### config.mk
export PLATFORM = sky130hd
export DESIGN_NAME = player_action_ctrl_flat
export DESIGN_NICKNAME = d
export VERILOG_FILES = /design/src/rtl/player_action_if.sv /design/src/rtl/player_action_ctrl.sv /design/src/flat_wrapper.sv
export SDC_FILE = /design/constraint.sdc
export NUM_CORES = 1
export LEC_CHECK = 0
export ABC_AREA = 1
export CAP_MARGIN = 10
export CELL_PAD_IN_SITES_DETAIL_PLACEMENT = 1
export CELL_PAD_IN_SITES_GLOBAL_PLACEMENT = 1
export CORE_ASPECT_RATIO = 2
export CORE_MARGIN = 4
export CORE_UTILIZATION = 40
export DETAILED_ROUTE_END_ITERATION = 8
export PLACE_DENSITY = 0.87
export SLEW_MARGIN = 25
export SYNTH_ARGS = -nofsm -noshare
export SYNTH_HDL_FRONTEND = slang
export SYNTH_SLANG_ARGS = --single-unit
### constraint.sdc
create_clock -name Clk -period 2 [get_ports Clk]
set_input_delay 0.2 -clock Clk [delete_from_list [all_inputs] [get_ports Clk]]
set_output_delay 0.2 -clock Clk [all_outputs]
set_load 0.01 [all_outputs]
### src/rtl/player_action_if.sv
// Frame strobe, key levels, ground flag and registered action outputs of the player controller.
interface player_action_if;
  logic       frame_tick;
  logic       up_on;
  logic       left_on;
  logic       down_on;
  logic       right_on;
  logic       z_jump_on;
  logic       x_shoot_on;
  logic       on_ground;
  logic [1:0] vert_cmd;
  logic [1:0] move_dir;
  logic       facing_right;
  logic       aim_up;
  logic       rolling;
  logic       shot_fire;

  modport master (
    output frame_tick, up_on, left_on, down_on, right_on, z_jump_on, x_shoot_on, on_ground,
    input  vert_cmd, move_dir, facing_right, aim_up, rolling, shot_fire
  );

  modport slave (
    input  frame_tick, up_on, left_on, down_on, right_on, z_jump_on, x_shoot_on, on_ground,
    output vert_cmd, move_dir, facing_right, aim_up, rolling, shot_fire
  );
endinterface

### src/rtl/player_action_ctrl.sv
// Per-frame player action controller: jump FSM, walk/facing, roll timer and shot cooldown.
module player_action_ctrl #(
  parameter int unsigned JUMP_MAX_FRAMES = 16,
  parameter int unsigned SHOT_COOLDOWN   = 8,
  parameter int unsigned ROLL_FRAMES     = 12
) (
  input logic            Clk,
  input logic            Reset_n,
  player_action_if.slave pa
);

  localparam int unsigned CNT_W = 8;
  localparam logic [CNT_W-1:0] JUMP_MAX = CNT_W'(JUMP_MAX_FRAMES);
  localparam logic [CNT_W-1:0] SHOT_CD  = CNT_W'(SHOT_COOLDOWN);
  localparam logic [CNT_W-1:0] ROLL_LEN = CNT_W'(ROLL_FRAMES);

  localparam logic [1:0] DIR_STOP  = 2'b00;
  localparam logic [1:0] DIR_LEFT  = 2'b01;
  localparam logic [1:0] DIR_RIGHT = 2'b10;

  typedef enum logic [1:0] {
    GROUND = 2'b00,
    RISE   = 2'b01,
    FALL   = 2'b10
  } jump_state_e;

  jump_state_e      state_q, state_d;
  logic [CNT_W-1:0] jump_cnt_q, jump_cnt_d;
  logic [CNT_W-1:0] roll_cnt_q, roll_cnt_d;
  logic [CNT_W-1:0] cool_q, cool_d;
  logic             z_prev_q, z_prev_d;
  logic             x_prev_q, x_prev_d;
  logic             down_prev_q, down_prev_d;
  logic             rolling_q, rolling_d;
  logic             facing_q, facing_d;
  logic [1:0]       move_q, move_d;
  logic             aim_q, aim_d;
  logic             shot_q, shot_d;
  logic             z_edge, x_edge, down_edge, jump_start;

  assign z_edge    = pa.z_jump_on  & ~z_prev_q;
  assign x_edge    = pa.x_shoot_on & ~x_prev_q;
  assign down_edge = pa.down_on    & ~down_prev_q;

  // State register for the jump FSM and all per-frame state.
  always_ff @(posedge Clk or negedge Reset_n) begin
    if (!Reset_n) begin
      state_q     <= GROUND;
      jump_cnt_q  <= '0;
      roll_cnt_q  <= '0;
      cool_q      <= '0;
      z_prev_q    <= 1'b0;
      x_prev_q    <= 1'b0;
      down_prev_q <= 1'b0;
      rolling_q   <= 1'b0;
      facing_q    <= 1'b1;
      move_q      <= DIR_STOP;
      aim_q       <= 1'b0;
      shot_q      <= 1'b0;
    end else begin
      state_q     <= state_d;
      jump_cnt_q  <= jump_cnt_d;
      roll_cnt_q  <= roll_cnt_d;
      cool_q      <= cool_d;
      z_prev_q    <= z_prev_d;
      x_prev_q    <= x_prev_d;
      down_prev_q <= down_prev_d;
      rolling_q   <= rolling_d;
      facing_q    <= facing_d;
      move_q      <= move_d;
      aim_q       <= aim_d;
      shot_q      <= shot_d;
    end
  end

  // Next-state logic; everything holds except on frame_tick, and shot_fire self-clears.
  always_comb begin
    state_d     = state_q;
    jump_cnt_d  = jump_cnt_q;
    roll_cnt_d  = roll_cnt_q;
    cool_d      = cool_q;
    z_prev_d    = z_prev_q;
    x_prev_d    = x_prev_q;
    down_prev_d = down_prev_q;
    rolling_d   = rolling_q;
    facing_d    = facing_q;
    move_d      = move_q;
    aim_d       = aim_q;
    shot_d      = 1'b0;
    jump_start  = 1'b0;

    if (pa.frame_tick) begin
      z_prev_d    = pa.z_jump_on;
      x_prev_d    = pa.x_shoot_on;
      down_prev_d = pa.down_on;
      aim_d       = pa.up_on;

      unique case (state_q)
        GROUND: begin
          if (z_edge && pa.on_ground && !rolling_q) begin
            state_d    = RISE;
            jump_cnt_d = CNT_W'(1);
            jump_start = 1'b1;
          end else if (!pa.on_ground) begin
            state_d = FALL;
          end
        end
        RISE: begin
          if (!pa.z_jump_on || jump_cnt_q == JUMP_MAX) begin
            state_d    = FALL;
            jump_cnt_d = '0;
          end else begin
            jump_cnt_d = jump_cnt_q + CNT_W'(1);
          end
        end
        FALL: begin
          if (pa.on_ground) state_d = GROUND;
        end
        default: state_d = GROUND;
      endcase

      // Cooldown counts this tick before the fire test, so shots are SHOT_COOLDOWN frames apart.
      cool_d = (cool_q != '0) ? cool_q - CNT_W'(1) : '0;
      if (x_edge && cool_d == '0 && !rolling_q) begin
        shot_d = 1'b1;
        cool_d = SHOT_CD;
      end

      if (rolling_q) begin
        if (roll_cnt_q <= CNT_W'(1)) begin
          roll_cnt_d = '0;
          rolling_d  = 1'b0;
        end else begin
          roll_cnt_d = roll_cnt_q - CNT_W'(1);
        end
      end else if (state_q == GROUND && down_edge && !jump_start) begin
        rolling_d  = 1'b1;
        roll_cnt_d = ROLL_LEN;
      end

      if (rolling_d) begin
        move_d = facing_q ? DIR_RIGHT : DIR_LEFT;
      end else if (pa.left_on && !pa.right_on) begin
        move_d   = DIR_LEFT;
        facing_d = 1'b0;
      end else if (pa.right_on && !pa.left_on) begin
        move_d   = DIR_RIGHT;
        facing_d = 1'b1;
      end else begin
        move_d = DIR_STOP;
      end
    end
  end

  assign pa.vert_cmd     = state_q;
  assign pa.move_dir     = move_q;
  assign pa.facing_right = facing_q;
  assign pa.aim_up       = aim_q;
  assign pa.rolling      = rolling_q;
  assign pa.shot_fire    = shot_q;

endmodule

### src/flat_wrapper.sv
// flat-port wrapper written by rule: the top's interface ports become plain ports
module player_action_ctrl_flat 
#(
  parameter int unsigned JUMP_MAX_FRAMES = 16,
  parameter int unsigned SHOT_COOLDOWN   = 8,
  parameter int unsigned ROLL_FRAMES     = 12
)
  (Clk, Reset_n, pa_frame_tick, pa_up_on, pa_left_on, pa_down_on, pa_right_on, pa_z_jump_on, pa_x_shoot_on, pa_on_ground, pa_vert_cmd, pa_move_dir, pa_facing_right, pa_aim_up, pa_rolling, pa_shot_fire);
  player_action_if pa_i ();
  input logic Clk;
  input logic Reset_n;
  input wire logic [$bits(pa_i.frame_tick)-1:0] pa_frame_tick;
  input wire logic [$bits(pa_i.up_on)-1:0] pa_up_on;
  input wire logic [$bits(pa_i.left_on)-1:0] pa_left_on;
  input wire logic [$bits(pa_i.down_on)-1:0] pa_down_on;
  input wire logic [$bits(pa_i.right_on)-1:0] pa_right_on;
  input wire logic [$bits(pa_i.z_jump_on)-1:0] pa_z_jump_on;
  input wire logic [$bits(pa_i.x_shoot_on)-1:0] pa_x_shoot_on;
  input wire logic [$bits(pa_i.on_ground)-1:0] pa_on_ground;
  output wire logic [$bits(pa_i.vert_cmd)-1:0] pa_vert_cmd;
  output wire logic [$bits(pa_i.move_dir)-1:0] pa_move_dir;
  output wire logic [$bits(pa_i.facing_right)-1:0] pa_facing_right;
  output wire logic [$bits(pa_i.aim_up)-1:0] pa_aim_up;
  output wire logic [$bits(pa_i.rolling)-1:0] pa_rolling;
  output wire logic [$bits(pa_i.shot_fire)-1:0] pa_shot_fire;
  assign pa_i.frame_tick = pa_frame_tick;
  assign pa_i.up_on = pa_up_on;
  assign pa_i.left_on = pa_left_on;
  assign pa_i.down_on = pa_down_on;
  assign pa_i.right_on = pa_right_on;
  assign pa_i.z_jump_on = pa_z_jump_on;
  assign pa_i.x_shoot_on = pa_x_shoot_on;
  assign pa_i.on_ground = pa_on_ground;
  assign pa_vert_cmd = pa_i.vert_cmd;
  assign pa_move_dir = pa_i.move_dir;
  assign pa_facing_right = pa_i.facing_right;
  assign pa_aim_up = pa_i.aim_up;
  assign pa_rolling = pa_i.rolling;
  assign pa_shot_fire = pa_i.shot_fire;
  player_action_ctrl #(.JUMP_MAX_FRAMES(JUMP_MAX_FRAMES), .SHOT_COOLDOWN(SHOT_COOLDOWN), .ROLL_FRAMES(ROLL_FRAMES)) u_core (.Clk(Clk), .Reset_n(Reset_n), .pa(pa_i));
endmodule
==> run_results.csv <==
group,metric,value,unit
power,int_power,1.74,mW
synthesis,postSynthRegisterBits,35,
detailed_routing,drt_first_pass_iters,4,
synthesis,avgSynthCellArea,7.70,um^2
die,die-area,6520,um^2
setup_path,critPathArrivalTime,1.45,ns
synthesis,synth_cells,272,
synthesis,yosysSeqAreaShare,41.9,%
detailed_routing,via_count,1912,
detailed_routing,routed_wire_length_per_instance,15.5,um
die,core_area,5090,um^2
sta,worst-slew-pin-transition,0.466,ns
finish,multiInputGateArea,1030,um^2
synthesis,ys.flop_type,"sky130_fd_sc_hd__dfrtp_1",
die,floorplan.initialDensity,41.1,%
finish,layout-drive-gt1-share,8.08,%
finish,layout.cell_area.non_filler,2420,um^2
setup_path,crit_required,1.80,ns
sta,post-route-min-period,1.65,ns
synthesis,mappedNetlistNets,290,
setup_path,critPathKind,"flop to output pin",
setup_path,timing.critical_path.cells,"clkdlybuf4s50_1",
die,io-pin-count,18,
clocking,number_of_buffers_inserted_during_clock_tree_synthesis,5,
clocking,cts-htree-levels,2,
finish,fin_nets,314,
power,p_total,3.17,mW
hold_path,hold_class,"input port to async pin",
power,portion_of_total_power_attributed_to_the_clock_network,15.7,%
sta,final-hold-violation-count,0,
global_routing,initial_antenna_violation_count,0,
die,placementRows,37,
finish,postLayoutCoreUtil,47.4,%
synthesis,yosys.cell_types.count,33,
sta,setup_violations,0,
sta,setup_tns,0,ns
die,floorplan.die.height,110,um
setup_path,timing.critical_path.buf_inv,1,
place,post_dp_cell_area,2340,um^2
clocking,ctsResizeCount,0,
setup_path,cp_max_fo,8,
status,outcome,"complete, no violations",
setup_path,startpoint_type,"flop",
detailed_routing,drt_iter0_markers,37,
clocking,clock_tree_from_tritoncts,"yes",
clocking,cts.reportedPaths.clkPinSlew,0.07,ns
clocking,postCtsHoldBufs,0,
place,gp_congestion,0.876,
sta,drv_slew,0,
synthesis,syn_area,2090,um^2
power,swShare,45.0,%
sta,timing.slew.headroom,68.9,%
setup_path,critPathMaxStageDelay,0.61,ns
sta,clock_skew,0.00906,ns
power,p_switching,1.43,mW
global_routing,track_usage,19.2,%
detailed_routing,drc_errors,0,
setup_path,cp_slowest_cell,"sky130_fd_sc_hd__clkdlybuf4s50_1",
synthesis,synth-warning-count,0,
global_routing,grt_first_pass_wirelength,9420,um
synthesis,synth_enable_flop_cells,0,
die,fp.dieW,59.2,um
power,cellPowerDensity,1310,nW/um^2
synthesis,async_set_or_reset_flop_fraction_in_the_synthesized_netlist,100,%
power,p_seq_share,36.5,%
place,place.port_buffers,17,
setup_path,critPathCaptureType,"output pin",
finish,diodes,0,
clocking,clk-insertion-delay-late,0.30,ns
finish,fillers,656,
finish,area_growth,15.4,%
detailed_routing,via_per_inst,5.39,
power,ir_worst_vdd,0.579,mV
power,comb_power_share,47.8,%
setup_path,worst_path_dominant_cell_family,"buffers and inverters",
global_routing,grt-ovfl-total,0,
clocking,cts.sinks,35,
sta,timing.fmax,606,MHz
flow_run,cap_viol_max_count,0,
global_routing,grt_max_degree,36,
global_routing,number_of_global_route_vias_before_repair,2120,
power,pleak,1.16,nW
clocking,post-cts-setup-buffer-count,0,
sta,final.period_utilization,82.6,%
clocking,cts-root-to-sink-buffers,2,
finish,ff_latch_area,877,um^2
detailed_routing,drtAntennaViolNets,0,
detailed_routing,wirelength,5490,um
place,hpwl,4310,um
clocking,cts_root_buf,"sky130_fd_sc_hd__clkbuf_8",
sta,unrepaired_setup_endpoints_after_global_routing,"no",
cell families (layout without fill, tap and decap cells):
| family | count (synthesis) | count (layout) | share of synthesized area, % |
|---|---|---|---|
| simple gates | 135 | 135 | 30.1 |
| compound gates | 43 | 43 | 11.2 |
| buf+inv | 43 | 68 | 8.67 |
| flops | 35 | 35 | 41.9 |
| fa+ha+maj | 8 | 8 | 4.78 |
| xor+xnor | 8 | 8 | 3.35 |
cell type report:
type / count / share of cell area [%]
clock buffers: 8 / 3.31
inverters: 39 / 6.27
multi-input cells: 194 / 42.8
flip-flops and latches: 35 / 36.3
well taps: 58 / 3.00
repair buffers: 21 / 8.29
synth_stat cells (all sizes together) (2+ instances only):
| cell | instances | area (um^2) |
|---|---|---|
| a21oi | 5 | 28.8 |
| buf | 2 | 22.5 |
| clkbuf | 2 | 7.51 |
| clkinv | 2 | 7.51 |
| dfrtp | 34 | 851 |
| ha | 8 | 100 |
| inv | 37 | 144 |
| nand2 | 66 | 268 |
| nand3 | 26 | 143 |
| nand4 | 11 | 83.8 |
| nor2 | 26 | 97.6 |
| nor3 | 2 | 10.0 |
| o21ai | 34 | 174 |
| xor2 | 8 | 70.1 |
sequential cells by signal, summed over array words and instances (netlist names):
register	count
u_core.cool_q	8
u_core.jump_cnt_q	8
u_core.roll_cnt_q	8
u_core.pa.move_dir	2
u_core.pa.vert_cmd	2
u_core.down_prev_q	1
u_core.pa.aim_up	1
u_core.pa.facing_right	1
u_core.pa.rolling	1
u_core.pa.shot_fire	1
u_core.x_prev_q	1
u_core.z_prev_q	1
cell usage in the layout, fill, tap and decap left out, types with 5 or more instances in the layout:
cell / Yosys / layout
sky130_fd_sc_hd__clkdlybuf4s50_1: 0 / 17
sky130_fd_sc_hd__dfrtp_1: 34 / 34
sky130_fd_sc_hd__nand2_1: 62 / 62
sky130_fd_sc_hd__nand3_1: 25 / 25
sky130_fd_sc_hd__o21ai_0: 25 / 25
sky130_fd_sc_hd__nand4_1: 10 / 10
sky130_fd_sc_hd__nor2_1: 26 / 26
sky130_fd_sc_hd__inv_1: 33 / 33
sky130_fd_sc_hd__clkbuf_8: 0 / 5
sky130_fd_sc_hd__o21ai_1: 8 / 8
sky130_fd_sc_hd__ha_1: 8 / 8
sky130_fd_sc_hd__xor2_1: 8 / 8
final timing paths:
path	cells past startpoint	slack, ns	start	to
max in group asynchronous	2	1.33	Reset_n	u_core.pa.facing_right$_DFFE_PN1P_
min reg2reg	2	0.48	u_core.x_prev_q$_DFFE_PN0P_	u_core.x_prev_q$_DFFE_PN0P_
max reg2reg	10	0.38	u_core.cool_q[1]$_DFFE_PN0P_	u_core.cool_q[3]$_DFFE_PN0P_
min in group Clk	3	0.44	pa_up_on	u_core.pa.aim_up$_DFFE_PN0P_
max	1	0.35	u_core.pa.rolling$_DFFE_PN0P_	pa_rolling
min	2	0.32	Reset_n	u_core.pa.shot_fire$_DFF_PN0_
power groups by stage:
stage	Combinational (mW)	Sequential [mW]	Clock, mW
after floorplan	1.04	1.13	0
after global placement	1.46	1.15	0
after detailed placement	1.52	1.17	0
after CTS	1.54	1.16	0.525
after global routing	1.74	1.19	0.544
final	1.52	1.16	0.499
metal layers:
layer,wire (um),global-route usage (%),part of all wire (%),vias to the layer above
met5,0,0,0,-
met4,255,12.2,4.6,0
met3,101,3.03,1.8,22
met2,3210,36.4,59,29
met1,1920,18.1,35,933
li1,-,-,-,928
through the flow:
stage	worst slack, ns	cells	hold WS, ns
after detailed placement	0.337	347	0.466
after CTS	0.340	355	0.334
after global routing	0.205	355	0.356
final	0.349	355	0.321
after global placement	0.366	347	0.459
after floorplan	0.601	272	-0.0956
Note: power is estimated with default switching activity, not from simulation.
